--- src/rtl/stream_pkg.sv ---
// rtl/stream_pkg.sv - shared types and constants for the stream downsizer
package stream_pkg;

    // Lane count the shared lane-index typedef is sized for
    localparam int unsigned DEFAULT_RATIO = 4;

    // Lane-index width for a given number of lanes
    function automatic int unsigned lane_idx_w(input int unsigned ratio);
        return (ratio > 1) ? $clog2(ratio) : 1;
    endfunction

    localparam int unsigned LANE_IDX_W = lane_idx_w(DEFAULT_RATIO);

    typedef logic [LANE_IDX_W-1:0] lane_idx_t;

    typedef enum logic {
        ST_IDLE = 1'b0,
        ST_SEND = 1'b1
    } ds_state_e;

endpackage

--- src/rtl/lane_next_enc.sv ---
// rtl/lane_next_enc.sv - priority encoder for the next kept lane and final-lane flag
module lane_next_enc
    import stream_pkg::*;
#(
    parameter int unsigned RATIO = 4,
    parameter int unsigned IDX_W = lane_idx_w(RATIO)
) (
    input  logic [RATIO-1:0] keep_i,
    input  logic [IDX_W-1:0] idx_i,
    input  logic             incl_i,
    output logic             found_o,
    output logic [IDX_W-1:0] next_o,
    output logic             next_final_o
);

    // Lowest kept lane above idx_i (or at idx_i when incl_i), and whether any kept lane lies above it
    always_comb begin
        found_o      = 1'b0;
        next_o       = '0;
        next_final_o = 1'b1;
        for (int k = int'(RATIO) - 1; k >= 0; k--) begin
            if (keep_i[k] && ((k > int'(idx_i)) || (incl_i && (k == int'(idx_i))))) begin
                found_o = 1'b1;
                next_o  = IDX_W'(k);
            end
        end
        for (int k = 0; k < int'(RATIO); k++) begin
            if (keep_i[k] && (k > int'(next_o))) begin
                next_final_o = 1'b0;
            end
        end
    end

endmodule

--- src/rtl/stream_downsize.sv ---
// rtl/stream_downsize.sv - wide-to-narrow stream downsizer; lane keep mask enabled by STREAM_DOWNSIZE_KEEP_EN
module stream_downsize
    import stream_pkg::*;
#(
    parameter int unsigned T_DATA_WIDTH = 8,
    parameter int unsigned T_DATA_RATIO = 4
) (
    input  logic                                 clk_i,
    input  logic                                 rst_i,
    input  logic [T_DATA_WIDTH*T_DATA_RATIO-1:0] s_data_i,
    input  logic [T_DATA_RATIO-1:0]              s_keep_i,
    input  logic                                 s_last_i,
    input  logic                                 s_valid_i,
    output logic                                 s_ready_o,
    output logic [T_DATA_WIDTH-1:0]              m_data_o,
    output logic                                 m_last_o,
    output logic                                 m_valid_o,
    input  logic                                 m_ready_i
);

    localparam int unsigned IDX_W  = lane_idx_w(T_DATA_RATIO);
    localparam int unsigned WORD_W = T_DATA_WIDTH * T_DATA_RATIO;

    ds_state_e                state_q, state_d;
    logic [WORD_W-1:0]        data_q, data_d;
    logic                     last_q, last_d;
    logic [IDX_W-1:0]         idx_q, idx_d;
    logic [T_DATA_WIDTH-1:0]  mdata_q, mdata_d;
    logic                     mlast_q, mlast_d;
    logic                     mvalid_q, mvalid_d;

    logic [T_DATA_RATIO-1:0]  keep_in;
    logic [T_DATA_RATIO-1:0]  keep_cur;

`ifdef STREAM_DOWNSIZE_KEEP_EN
    logic [T_DATA_RATIO-1:0]  keep_q, keep_d;

    assign keep_in  = s_keep_i;
    assign keep_cur = keep_q;
`else
    // Without the keep feature every lane is emitted, so the mask is a constant
    logic unused_keep;

    assign unused_keep = ^s_keep_i;
    assign keep_in     = '1;
    assign keep_cur    = '1;
`endif

    logic             more_found;
    logic [IDX_W-1:0] more_idx;
    logic             more_final;
    logic             first_found;
    logic [IDX_W-1:0] first_idx;
    logic             first_final;

    // Next kept lane above the beat currently presented from the holding register
    lane_next_enc #(
        .RATIO (T_DATA_RATIO),
        .IDX_W (IDX_W)
    ) u_enc_cur (
        .keep_i       (keep_cur),
        .idx_i        (idx_q),
        .incl_i       (1'b0),
        .found_o      (more_found),
        .next_o       (more_idx),
        .next_final_o (more_final)
    );

    // First kept lane of the word offered on the input
    lane_next_enc #(
        .RATIO (T_DATA_RATIO),
        .IDX_W (IDX_W)
    ) u_enc_first (
        .keep_i       (keep_in),
        .idx_i        ('0),
        .incl_i       (1'b1),
        .found_o      (first_found),
        .next_o       (first_idx),
        .next_final_o (first_final)
    );

    logic cur_final;
    logic accept;
    logic load_word;

    assign cur_final = ~more_found;
    // Ready early enough to refill the holding register in the same cycle its final beat leaves
    assign s_ready_o = ~rst_i & ((state_q == ST_IDLE) | (cur_final & m_ready_i));
    assign accept    = s_valid_i & s_ready_o;

    assign m_data_o  = mdata_q;
    assign m_last_o  = mlast_q;
    assign m_valid_o = mvalid_q;

    // Next-state and registered-output selection
    always_comb begin
        state_d   = state_q;
        data_d    = data_q;
        last_d    = last_q;
        idx_d     = idx_q;
        mdata_d   = mdata_q;
        mlast_d   = mlast_q;
        mvalid_d  = mvalid_q;
`ifdef STREAM_DOWNSIZE_KEEP_EN
        keep_d    = keep_q;
`endif
        load_word = 1'b0;

        case (state_q)
            ST_IDLE: begin
                // An all-zero keep word is accepted but produces nothing
                if (accept && first_found) begin
                    load_word = 1'b1;
                end
            end
            ST_SEND: begin
                if (m_ready_i) begin
                    if (more_found) begin
                        idx_d   = more_idx;
                        mdata_d = data_q[int'(more_idx)*int'(T_DATA_WIDTH) +: T_DATA_WIDTH];
                        mlast_d = last_q & more_final;
                    end else if (accept && first_found) begin
                        load_word = 1'b1;
                    end else begin
                        state_d  = ST_IDLE;
                        mvalid_d = 1'b0;
                        mlast_d  = 1'b0;
                    end
                end
            end
            default: begin
                state_d = ST_IDLE;
            end
        endcase

        if (load_word) begin
            state_d  = ST_SEND;
            data_d   = s_data_i;
            last_d   = s_last_i;
`ifdef STREAM_DOWNSIZE_KEEP_EN
            keep_d   = s_keep_i;
`endif
            idx_d    = first_idx;
            mdata_d  = s_data_i[int'(first_idx)*int'(T_DATA_WIDTH) +: T_DATA_WIDTH];
            mlast_d  = s_last_i & first_final;
            mvalid_d = 1'b1;
        end
    end

    // State and holding register; reset drops any word in progress
    always_ff @(posedge clk_i or posedge rst_i) begin
        if (rst_i) begin
            state_q  <= ST_IDLE;
            data_q   <= '0;
            last_q   <= 1'b0;
            idx_q    <= '0;
            mdata_q  <= '0;
            mlast_q  <= 1'b0;
            mvalid_q <= 1'b0;
`ifdef STREAM_DOWNSIZE_KEEP_EN
            keep_q   <= '0;
`endif
        end else begin
            state_q  <= state_d;
            data_q   <= data_d;
            last_q   <= last_d;
            idx_q    <= idx_d;
            mdata_q  <= mdata_d;
            mlast_q  <= mlast_d;
            mvalid_q <= mvalid_d;
`ifdef STREAM_DOWNSIZE_KEEP_EN
            keep_q   <= keep_d;
`endif
        end
    end

endmodule
--- config.mk ---
export PLATFORM = sky130hd
export DESIGN_NAME = stream_downsize
export DESIGN_NICKNAME = d
export VERILOG_FILES = /design/src/rtl/stream_pkg.sv /design/src/rtl/lane_next_enc.sv /design/src/rtl/stream_downsize.sv
export SDC_FILE = /design/constraint.sdc
export NUM_CORES = 1
export LEC_CHECK = 0
export ABC_CLOCK_PERIOD_IN_PS = 1700
export CORE_ASPECT_RATIO = 1.5
export CORE_MARGIN = 5
export CORE_UTILIZATION = 26
export DETAILED_ROUTE_END_ITERATION = 10
export HOLD_SLACK_MARGIN = 0.08
export SYNTH_ARGS = -nofsm -noshare
export SYNTH_HDL_FRONTEND = slang
export SYNTH_SLANG_ARGS = --single-unit
--- constraint.sdc ---
create_clock -name clk_i -period 1.7 [get_ports clk_i]
set_input_delay 0.51 -clock clk_i [delete_from_list [all_inputs] [get_ports clk_i]]
set_output_delay 0.51 -clock clk_i [all_outputs]
set_load 0.01 [all_outputs]
==> out/metrics.csv <==
metric;value;unit
Die ar.;10300;sq um
fin util;0.385;
Setup Viol. Count Final;29;
Max Clk Rate;557;MHz
Total GRT Usage;0.104;
Worst VDD drop;0.000517;V
H-Tree Depth;2;
period utilisation layout;1.06;
synthesized cell area;2180;sq um
Pleak;1.59;nW
crit path max fanout;3;
Total Nets Final;339;
top-count cell post-synth;nand2_1;
Slew Viols, Final;0;
clk slew on worst S/H paths;70;ps
Tightest Pin Transition;256;ps
top_reg_cell synth;dfrtp_1;
crit path kind;reg2reg;
violated checks;setup timing;
met2 usage;0.187;
GR Overflow Total;0;
Finished Layout Cells;403;
drt drc;0;
initial antenna violation count;0;
vias per cell;4.24;
Synth Instances;225;
met3 usage;0.0230;
number of flops mapped to enable cells by yosys;0;
Post-synth top cells;nand2_1 (111), dfrtp_1 (46), nor2_1 (11);
dpl cells;388;
Max-cap violations;0;
grt peak-use layer;met2;
first-pass GRT wire length;8640;um
CP Launch Type;flop;
CP bufs+invs;3;
Slew headroom;0.829;
CTS Buf Count;5;
PwrDens;1790;nW/um^2
I/O pin count;52;
initial core utilization;0.262;
CTS sink cnt;46;
slack of the critical path;-96.9;ps
Mapped Avg Cell Area;9.67;sq um
Largest delay share family, worst path;multiplexers;
Fillers;836;
Top cell by count, worst path;buf_6;
vias in the first global route;1889;
post-route ant nets;0;
layout cells sized above 1;0.196;
worst min path class;reg2reg;
Clock Skew;9.23;ps
Setup WS pre-CTS;-566;ps
Worst EP arrival;1970;ps
Core Box Area;8310;sq um
CP Capture Type;flop;
Seq/Total Area, Yosys;0.529;
cell taking the most area after synthesis;dfrtp_1;
drt wl/cell;12.8;um
TritonCTS clock tree;built;
initial DRC count;72;
die width;84.7;um
area share of the largest cell type after synthesis;0.529;
largest net degree at the start of global routing;47;
Yosys cell types;22;
CTS max path bufs;2;
drt total wl;5140;um
Worst-Skew Late Latency;290;ps
# port buffers;47;
worst hold margin;469;ps
Diodes inserted;0;
gpl congestion;0.760;
post-detail-place hpwl;3610;um
share of synthesized flip-flops with an asynchronous set or reset;1.00;
syn nets;269;
minimum clock period;1800;ps
Hold Buf Count CTS;0;
row cnt;41;
RSZ-0062 raised after global routing;true;
status;finished, violations left;
Hold Fails Final Rpt;0;
vias;1707;
die height;122;um
Layout area overhead;46.9;%
slowest cell on the critical path;mux4_2;
clock tree root buffer cell;clkbuf_16;
Synth area leaders;dfrtp_1 (53%), nand2_1 (19%), mux4_1 (8.5%);
CP required;1870;ps
Synth Register Bits;46;
Critical Path Max Stage Delay;530;ps
TritonRoute pass-1 iters;4;
Yosys warning total;0;
worst-path cell chain;buf_6 -> inv_4 -> buf_6 -> ha_4 -> nor2_4 -> mux4_2 -> nand2_2 -> a31oi_2;
M1 GR Usage;0.115;
## cells in the final DEF, fill, tap and decap left out, types with 2 or more instances in the layout
master / n
a31oi_2: 2
a21boi_4: 2
ha_4: 3
dfrtp_1: 46
mux4_2: 4
nand2_1: 109
nor2_1: 11
nand2b_1: 3
dlygate4sd2_1: 5
buf_6: 3
clkbuf_16: 5
buf_12: 4
buf_4: 20
nand2_2: 2
clkdlybuf4s50_1: 35
mux4_1: 4
nor2_4: 2
a31oi_1: 6
o21ai_0: 8
dlymetal6s2s_1: 6
## registers in the layout (all words and copies together) (netlist names)
signal / flops
m_data_o: 8
last_q: 1
data_q: 32
state_q: 1
idx_q: 2
m_valid_o: 1
m_last_o: 1
## tightest hold or removal path: stages (launching register included)
cell and delay [ps]:
dfrtp_1 330, nand2_1 50, nand2_1 50
## final timing paths
kind / slack, ps / cells past startpoint / startpoint / end
min in group asynchronous: 700 / 4 / rst_i / m_data_o[5]
max in group asynchronous: 770 / 4 / rst_i / data_q[31]
worst min register to register: 470 / 2 / data_q[29] / data_q[29]
worst max register to register: -100 / 8 / idx_q[0] / m_data_o[0]
worst max-delay path: -100 / 8 / idx_q[0] / m_data_o[0]
worst min-delay path: 470 / 2 / data_q[29] / data_q[29]
## routing by layer
layer,vias to the layer above,share of wire
li1,863,-
met1,804,0.42
met2,31,0.52
met3,9,0.042
met4,0,0.024
met5,-,0
## stage by stage
step | TNS (ps) | area [sq um] | power, W
6_report | -1080 | 3200 | 0.00573
2_1_floorplan | 0 | 2180 | 0.00351
4_1_cts | -1380 | 3150 | 0.00569
5_1_grt | -2720 | 3200 | 0.00615
3_3_place_gp | -15010 | 2910 | 0.00444
3_5_place_dp | -14530 | 2910 | 0.00451
## logic make-up (layout without fill, tap and decap cells)
| logic type | Yosys count | count (layout) | synth area share |
|---|---|---|---|
| AND/OR/NAND/NOR | 132 | 132 | 0.240 |
| multiplexers | 9 | 9 | 0.0995 |
| buffers and inverters | 15 | 86 | 0.0414 |
| flip-flops | 46 | 46 | 0.529 |
| AO/OA/AOI/OAI | 20 | 20 | 0.0725 |
| adder cells (fa/ha/maj) | 3 | 3 | 0.0173 |
## timing repair
action | in CTS | in global routing
gates resized for setup | 26 | 8
pin swaps | 7 | 4
setup buffers | 2 | 4
gates cloned | 1 | 0
setup endpoints to repair | 47 | 35
## final cells by class
type,instances,area (sq um),share of cell area
clock inverters,3,21.3,0.00665
well taps,107,134,0.0419
repair buffers,75,771,0.241
flip-flops and latches,46,1150,0.360
clock buffers,5,125,0.0391
inverters,3,13.8,0.00431
multi-input cells,164,981,0.307
## power breakdown
| part | switching (W) | internal (W) | total, W |
|---|---|---|---|
| Combinational | 0.00126 | 0.00161 | 0.00287 |
| Sequential | 0.000274 | 0.00162 | 0.00189 |
| Clock | 0.000416 | 0.000544 | 0.000960 |
(Power assumes the default switching activity.)
